===== src/rtl/sample_ctrl_pkg.sv =====
// Shared constants for the sample-capture APB window: register offsets,
// register bit positions and the capture sequencer state encoding.
package sample_ctrl_pkg;

  localparam logic [11:0] CTRL_OFS   = 12'hBA0;
  localparam logic [11:0] PERIOD_OFS = 12'hBA4;
  localparam logic [11:0] STATUS_OFS = 12'hBA8;
  localparam logic [11:0] SAMPLE_OFS = 12'hBAC;

  localparam int CTRL_EN_BIT    = 0;
  localparam int CTRL_COR_BIT   = 1;
  localparam int STAT_VALID_BIT = 0;
  localparam int STAT_OVR_BIT   = 1;

  typedef enum logic [1:0] {
    IDLE = 2'd0,
    CAPT = 2'd1,
    RESP = 2'd2
  } cap_state_e;

endpackage


===== src/rtl/sample_period_timer.sv =====
// Periodic capture timer: down-counter reloaded with PERIOD-1, one-cycle tick
// every PERIOD cycles while enabled with a non-zero period.
module sample_period_timer #(
  parameter int PERIOD_W = 16
) (
  input  logic                clk,
  input  logic                rst,
  input  logic                en,
  input  logic                reload,
  input  logic [PERIOD_W-1:0] period,
  output logic                tick
);

  logic [PERIOD_W-1:0] cnt_p1;
  logic                armed_p1;
  logic                active;

  assign active = en && (period != '0);
  // armed_p1 is clear on the first active cycle so the count always starts at PERIOD-1
  assign tick   = active && armed_p1 && !reload && (cnt_p1 == '0);

  always_ff @(posedge clk or posedge rst) begin
    if (rst) begin
      cnt_p1   <= '0;
      armed_p1 <= 1'b0;
    end else if (!active) begin
      cnt_p1   <= '0;
      armed_p1 <= 1'b0;
    end else if (reload || !armed_p1 || (cnt_p1 == '0)) begin
      cnt_p1   <= period - PERIOD_W'(1);
      armed_p1 <= 1'b1;
    end else begin
      cnt_p1   <= cnt_p1 - PERIOD_W'(1);
    end
  end

endmodule


===== src/rtl/sample_apb_ctrl.sv =====
// APB4 slave for the sample-capture window: register file, capture-on-read
// sequencing and merging of timer and read capture requests into one strobe.
module sample_apb_ctrl
  import sample_ctrl_pkg::*;
#(
  parameter int PERIOD_W     = 16,
  parameter int RESET_PERIOD = 0
) (
  input  logic        clk,
  input  logic        rst,
  input  logic        psel,
  input  logic        penable,
  input  logic        pwrite,
  input  logic [11:0] paddr,
  input  logic [31:0] pwdata,
  output logic [31:0] prdata,
  output logic        pready,
  output logic        pslverr,
  output logic        cap_strobe,
  input  logic [31:0] sample_rdata
);

  cap_state_e          state_p1, state_nx;
  logic [1:0]          ctrl_p1;
  logic [PERIOD_W-1:0] period_p1;
  logic                valid_p1, ovr_p1, tmr_req_p1, reload_p1;
  logic                setup, access, idle_acc, addr_ok, acc_err, wr_ok;
  logic                wr_ctrl, wr_period, wr_status, rd_sample_done;
  logic                go_capt, tick, timer_cap;
  logic [31:0]         rd_mux;
  logic                unused_pwdata;

  assign unused_pwdata = ^pwdata;

  // Stage 0: APB decode
  assign setup    = psel && !penable;
  assign access   = psel && penable;
  assign addr_ok  = paddr inside {CTRL_OFS, PERIOD_OFS, STATUS_OFS, SAMPLE_OFS};
  assign acc_err  = !addr_ok || (pwrite && (paddr == SAMPLE_OFS));
  assign idle_acc = access && (state_p1 == IDLE);
  assign wr_ok    = idle_acc && pwrite && !acc_err;

  assign wr_ctrl   = wr_ok && (paddr == CTRL_OFS);
  assign wr_period = wr_ok && (paddr == PERIOD_OFS);
  assign wr_status = wr_ok && (paddr == STATUS_OFS);

  assign go_capt = (state_p1 == IDLE) && setup && !pwrite &&
                   (paddr == SAMPLE_OFS) && ctrl_p1[CTRL_COR_BIT];

  assign rd_sample_done = (idle_acc && !pwrite && (paddr == SAMPLE_OFS)) ||
                          (state_p1 == RESP);

  // A tick landing in CAPT rides on the strobe already being issued
  assign timer_cap = (cap_strobe && tmr_req_p1) || (tick && (state_p1 == CAPT));

  sample_period_timer #(
    .PERIOD_W (PERIOD_W)
  ) u_timer (
    .clk    (clk),
    .rst    (rst),
    .en     (ctrl_p1[CTRL_EN_BIT]),
    .reload (reload_p1),
    .period (period_p1),
    .tick   (tick)
  );

  always_comb begin
    rd_mux = '0;
    case (paddr)
      CTRL_OFS: begin
        rd_mux[CTRL_EN_BIT]  = ctrl_p1[CTRL_EN_BIT];
        rd_mux[CTRL_COR_BIT] = ctrl_p1[CTRL_COR_BIT];
      end
      PERIOD_OFS: rd_mux = 32'(period_p1);
      STATUS_OFS: begin
        rd_mux[STAT_VALID_BIT] = valid_p1;
        rd_mux[STAT_OVR_BIT]   = ovr_p1;
      end
      SAMPLE_OFS: rd_mux = sample_rdata;
      default:    rd_mux = '0;
    endcase
  end

  always_comb begin
    state_nx = state_p1;
    pready   = 1'b0;
    pslverr  = 1'b0;
    prdata   = '0;
    case (state_p1)
      IDLE: begin
        if (go_capt) state_nx = CAPT;
        if (access) begin
          pready  = 1'b1;
          pslverr = acc_err;
          if (!pwrite && !acc_err) prdata = rd_mux;
        end
      end
      CAPT: state_nx = RESP;
      RESP: begin
        state_nx = IDLE;
        pready   = 1'b1;
        prdata   = sample_rdata;
      end
      default: state_nx = IDLE;
    endcase
  end

  // Stage 1: registered state, strobe and register file
  always_ff @(posedge clk or posedge rst) begin
    if (rst) begin
      state_p1   <= IDLE;
      cap_strobe <= 1'b0;
      tmr_req_p1 <= 1'b0;
      reload_p1  <= 1'b0;
      ctrl_p1    <= '0;
      period_p1  <= PERIOD_W'(RESET_PERIOD);
      valid_p1   <= 1'b0;
      ovr_p1     <= 1'b0;
    end else begin
      state_p1   <= state_nx;
      cap_strobe <= go_capt || (tick && (state_p1 != CAPT));
      tmr_req_p1 <= tick && (state_p1 != CAPT);
      reload_p1  <= wr_period;
      if (wr_ctrl) begin
        ctrl_p1[CTRL_EN_BIT]  <= pwdata[CTRL_EN_BIT];
        ctrl_p1[CTRL_COR_BIT] <= pwdata[CTRL_COR_BIT];
      end
      if (wr_period) period_p1 <= pwdata[PERIOD_W-1:0];
      if (timer_cap)           valid_p1 <= 1'b1;
      else if (rd_sample_done) valid_p1 <= 1'b0;
      if (timer_cap && valid_p1)                  ovr_p1 <= 1'b1;
      else if (wr_status && pwdata[STAT_OVR_BIT]) ovr_p1 <= 1'b0;
    end
  end

endmodule

===== config.mk =====
export PLATFORM = sky130hd
export DESIGN_NAME = sample_apb_ctrl
export DESIGN_NICKNAME = d
export VERILOG_FILES = /design/src/rtl/sample_ctrl_pkg.sv /design/src/rtl/sample_period_timer.sv /design/src/rtl/sample_apb_ctrl.sv
export SDC_FILE = /design/constraint.sdc
export NUM_CORES = 1
export LEC_CHECK = 0
export ABC_AREA = 0
export CAP_MARGIN = 25
export CORE_MARGIN = 4
export CORE_UTILIZATION = 39
export CTS_CLUSTER_SIZE = 14
export DETAILED_ROUTE_END_ITERATION = 12
export PLACE_DENSITY = 0.89
export RECOVER_POWER = 100
export SETUP_SLACK_MARGIN = 0.02
export SLEW_MARGIN = 20
export SYNTH_ARGS = -nofsm -noshare
export SYNTH_HDL_FRONTEND = slang
export SYNTH_SLANG_ARGS = --single-unit
export TNS_END_PERCENT = 100

===== constraint.sdc =====
create_clock -name clk -period 2.4 [get_ports clk]
set_input_delay 0.36 -clock clk [delete_from_list [all_inputs] [get_ports clk]]
set_output_delay 0.36 -clock clk [all_outputs]
set_load 0.01 [all_outputs]

==> impl_metrics.toml <==
[outcome]
failed_checks = "negative setup slack"
run_status = "complete, but fails checks"

[power_and_ir_drop]
leakage_nw = 2.296
peakVddDrop_uv = 237.1
powerDensity_mw_per_mm2 = 345.6

[floorplanning]
die_w_um = 90.94
num_rows = 29
start_util_pct = 41.30
dieArea_mm2 = 0.008269
num_io_pins = 116
core_area_mm2 = 0.006495
die_h_um = 90.94

[layout]
fillers = 339
drive_above_1_share_pct = 42.49
syn_to_final_growth_pct = 70.71
fin_cells = 503
final_cell_mix = "clkdlybuf4s50_1 (53), buf_4 (52), dfrtp_1 (41)"
antenna_cells = 0
final_common_cell = "clkdlybuf4s50_1"
fin_nets = 507
fin_area_mm2 = 0.004579

[clock_network]
cts_buffers = 5
htree_levels = 2
clk_pin_slew_worst_paths_ns = 0.09
cts_buffer_depth = 2
clkLatencyLatePin_ns = 0.31
ctsRootBufferMaster = "clkbuf_8"
tritoncts = "yes"
clock-sinks = 42

[logic_synthesis]
async_flop_share_pct = 100.0
synth.area.mux_share_pct = 13.71
synthFlopType = "dfrtp_1"
synth.cell_area_mm2 = 0.002683
synthAdderAreaFrac_pct = 0.4664
synth-xor-area-share_pct = 2.612
synthSimpleGateAreaFrac_pct = 24.30
synthDistinctLibCells = 60
seq_area_frac_synth_pct = 39.18
synth_top_family_by_area = "simple AND/OR/NAND/NOR gates"
netlist_instances = 260
synth-edff-count = 0
post_synth.cell_area_avg_um2 = 10.32
synth-compound-area-share_pct = 16.84
syn-num-nets = 342
synth_seq_cells = 42
synth_warnings = 0

[global_route]
grt_pass1_wl_um = 16670
grt_start_max_net_pins = 43
grt_pass1_vias = 3308
grt_antenna_before_repair = 0
globalRouteOverflowTotal = 0
grt_usage_pct = 24.98

[critical_path]
arrival_ns = 2.94
r2r_cells = 9
cp-start-kind = "register"
worstPathMaxFanout = 7
crit_top_cell = "nand4_1"
critPathRequiredTime_ns = 2.65
crit_chain = "nor4_4, nand4_2, nand2_4, mux2i_4, ha_4, nand4_1, a22oi_4, nand4_1, nand2_1"
path_buf_inv = 0
crit_family = "simple AND/OR/NAND/NOR gates"
slowest_stage = "dfrtp_2"
crit_type = "register to register"
max_stage_delay_ns = 0.45
cp.depth = 9
endpoint_kind = "register"

[route]
avgRoutedWirePerCell_um = 25.80
drt-initial-drc-count = 445
antenna_left = 0
dr.pass1.iters = 7
avgViaCountPerCell = 6.648
drc = 0
wirelength_um = 12980
num_vias = 3344

[timing]
finalCritPeriodShare_pct = 112.1
slew_viol_final = 0
fin_skew_ns = 0.01149
finalHoldViolCount = 0
tightest_slew_ns = 1.121
fin_ws_ns = -0.2907
period_needed_ns = 2.691
fmax_mhz = 371.7
finalSetupViolCount = 42
maxSlewHeadroom_pct = 25.28
rsz0062_at_grt = "yes"

[placed_design]
post-dp-hpwl_um = 6558
io_buffers = 99
dp_cells = 464
placed_cell_area_mm2 = 0.004051
gp_congestion = 0.8961

[min_path]
whs_path_depth = 1
hp-class = "register to register"

[flow_run]
cap_violations = 0
-- through the flow --
step | power, W | hold WS [ns] | util (%) | setup WS (ns) | setup TNS [ns]
global placement | 0.0008747 | 0.4904 | 62.38 | -0.6467 | -19.05
global route | 0.001612 | 0.5629 | 70.51 | -0.3800 | -11.34
floorplan | 0.0007533 | 0.4680 | - | -0.2362 | -1.127
CTS | 0.001550 | 0.4996 | 68.02 | -0.1387 | -1.327
finish | 0.001583 | 0.5739 | 70.51 | -0.2907 | -7.677
detailed placement | 0.0008785 | 0.5269 | 62.38 | -0.7525 | -24.57
-- state kept, by name, indices dropped and copies added, names as in the netlist --
name and count:
period_p1 16, u_timer.cnt_p1 16, ctrl_p1 2, state_p1 2, cap_strobe 1, ovr_p1 1, reload_p1 1, tmr_req_p1 1
u_timer.armed_p1 1, valid_p1 1
-- report_power, final --
part / internal [W] / switching [W]
registers: 0.000707 / 0.000000688
clock network: 0.000417 / 0.000284
logic: 0.000111 / 0.0000625
-- synth_stat cells (3+ instances only) --
| library cell | n | area share [%] |
|---|---|---|
| a21oi_1 | 7 | 1.3 |
| a22o_1 | 16 | 5.2 |
| and2_1 | 18 | 4.2 |
| and4b_1 | 3 | 1.1 |
| clkbuf_1 | 7 | 0.98 |
| dfrtp_1 | 42 | 39 |
| inv_1 | 6 | 0.84 |
| mux2_2 | 17 | 7.1 |
| mux2i_1 | 12 | 4.5 |
| nand2_1 | 11 | 1.5 |
| nand2b_1 | 3 | 0.70 |
| nand3_1 | 10 | 1.9 |
| nor2_1 | 24 | 3.4 |
| nor2b_1 | 3 | 0.70 |
| nor3_1 | 6 | 1.1 |
| nor4_1 | 4 | 0.93 |
| o21ai_0 | 8 | 1.5 |
| or2_2 | 3 | 0.70 |
| or3_1 | 3 | 0.70 |
| xnor2_1 | 3 | 0.98 |
| xor2_1 | 5 | 1.6 |
-- worst paths after layout --
path                                      endpoint  slack, ns              start
worst max register to register  u_timer.cnt_p1[12]      -0.29  u_timer.cnt_p1[9]
worst min register to register              ovr_p1       0.57             ovr_p1
worst min-delay path                        ovr_p1       0.57             ovr_p1
min in group asynchronous            period_p1[12]       0.88                rst
worst max-delay path            u_timer.cnt_p1[12]      -0.29  u_timer.cnt_p1[9]
max in group asynchronous        u_timer.cnt_p1[9]       0.77                rst
-- metal layers --
| layer | vias to the layer above | GRT usage, % | share of wire, % |
|---|---|---|---|
| met5 | - | 0 | 0 |
| li1 | 1301 | - | - |
| met1 | 1575 | 27.41 | 33 |
| met2 | 344 | 44.57 | 48 |
| met3 | 124 | 6.198 | 11 |
| met4 | 0 | 12.81 | 8.3 |
-- logic make-up (layout without fill, tap and decap cells) --
logic type / Yosys count / in the layout
multiplexers: 32 / 32
XOR/XNOR: 8 / 8
adder cells (fa/ha/maj): 1 / 1
flip-flops: 42 / 42
buffers and inverters: 18 / 184
AO/OA/AOI/OAI: 54 / 54
AND/OR/NAND/NOR: 105 / 105
-- cell type report --
class	instances	area [µm²]	share of cell area, %
clock inverter	3	68.82	1.503
tap	77	96.34	2.104
inverter	6	22.52	0.4918
sequential	42	1052	22.98
timing repair buffer	170	1587	34.64
clock buffer	5	68.82	1.503
multi-input combinational	200	1684	36.78
-- repair_timing --
action | 4_1_cts | 5_1_grt
pin swaps | 25 | 30
hold buffers | 0 | 0
setup buffers | 24 | 7
cloned | 2 | 2
endpoints found under the setup margin | 38 | 39
resized for setup | 141 | 76
Note: power is estimated with default switching activity, not from simulation.
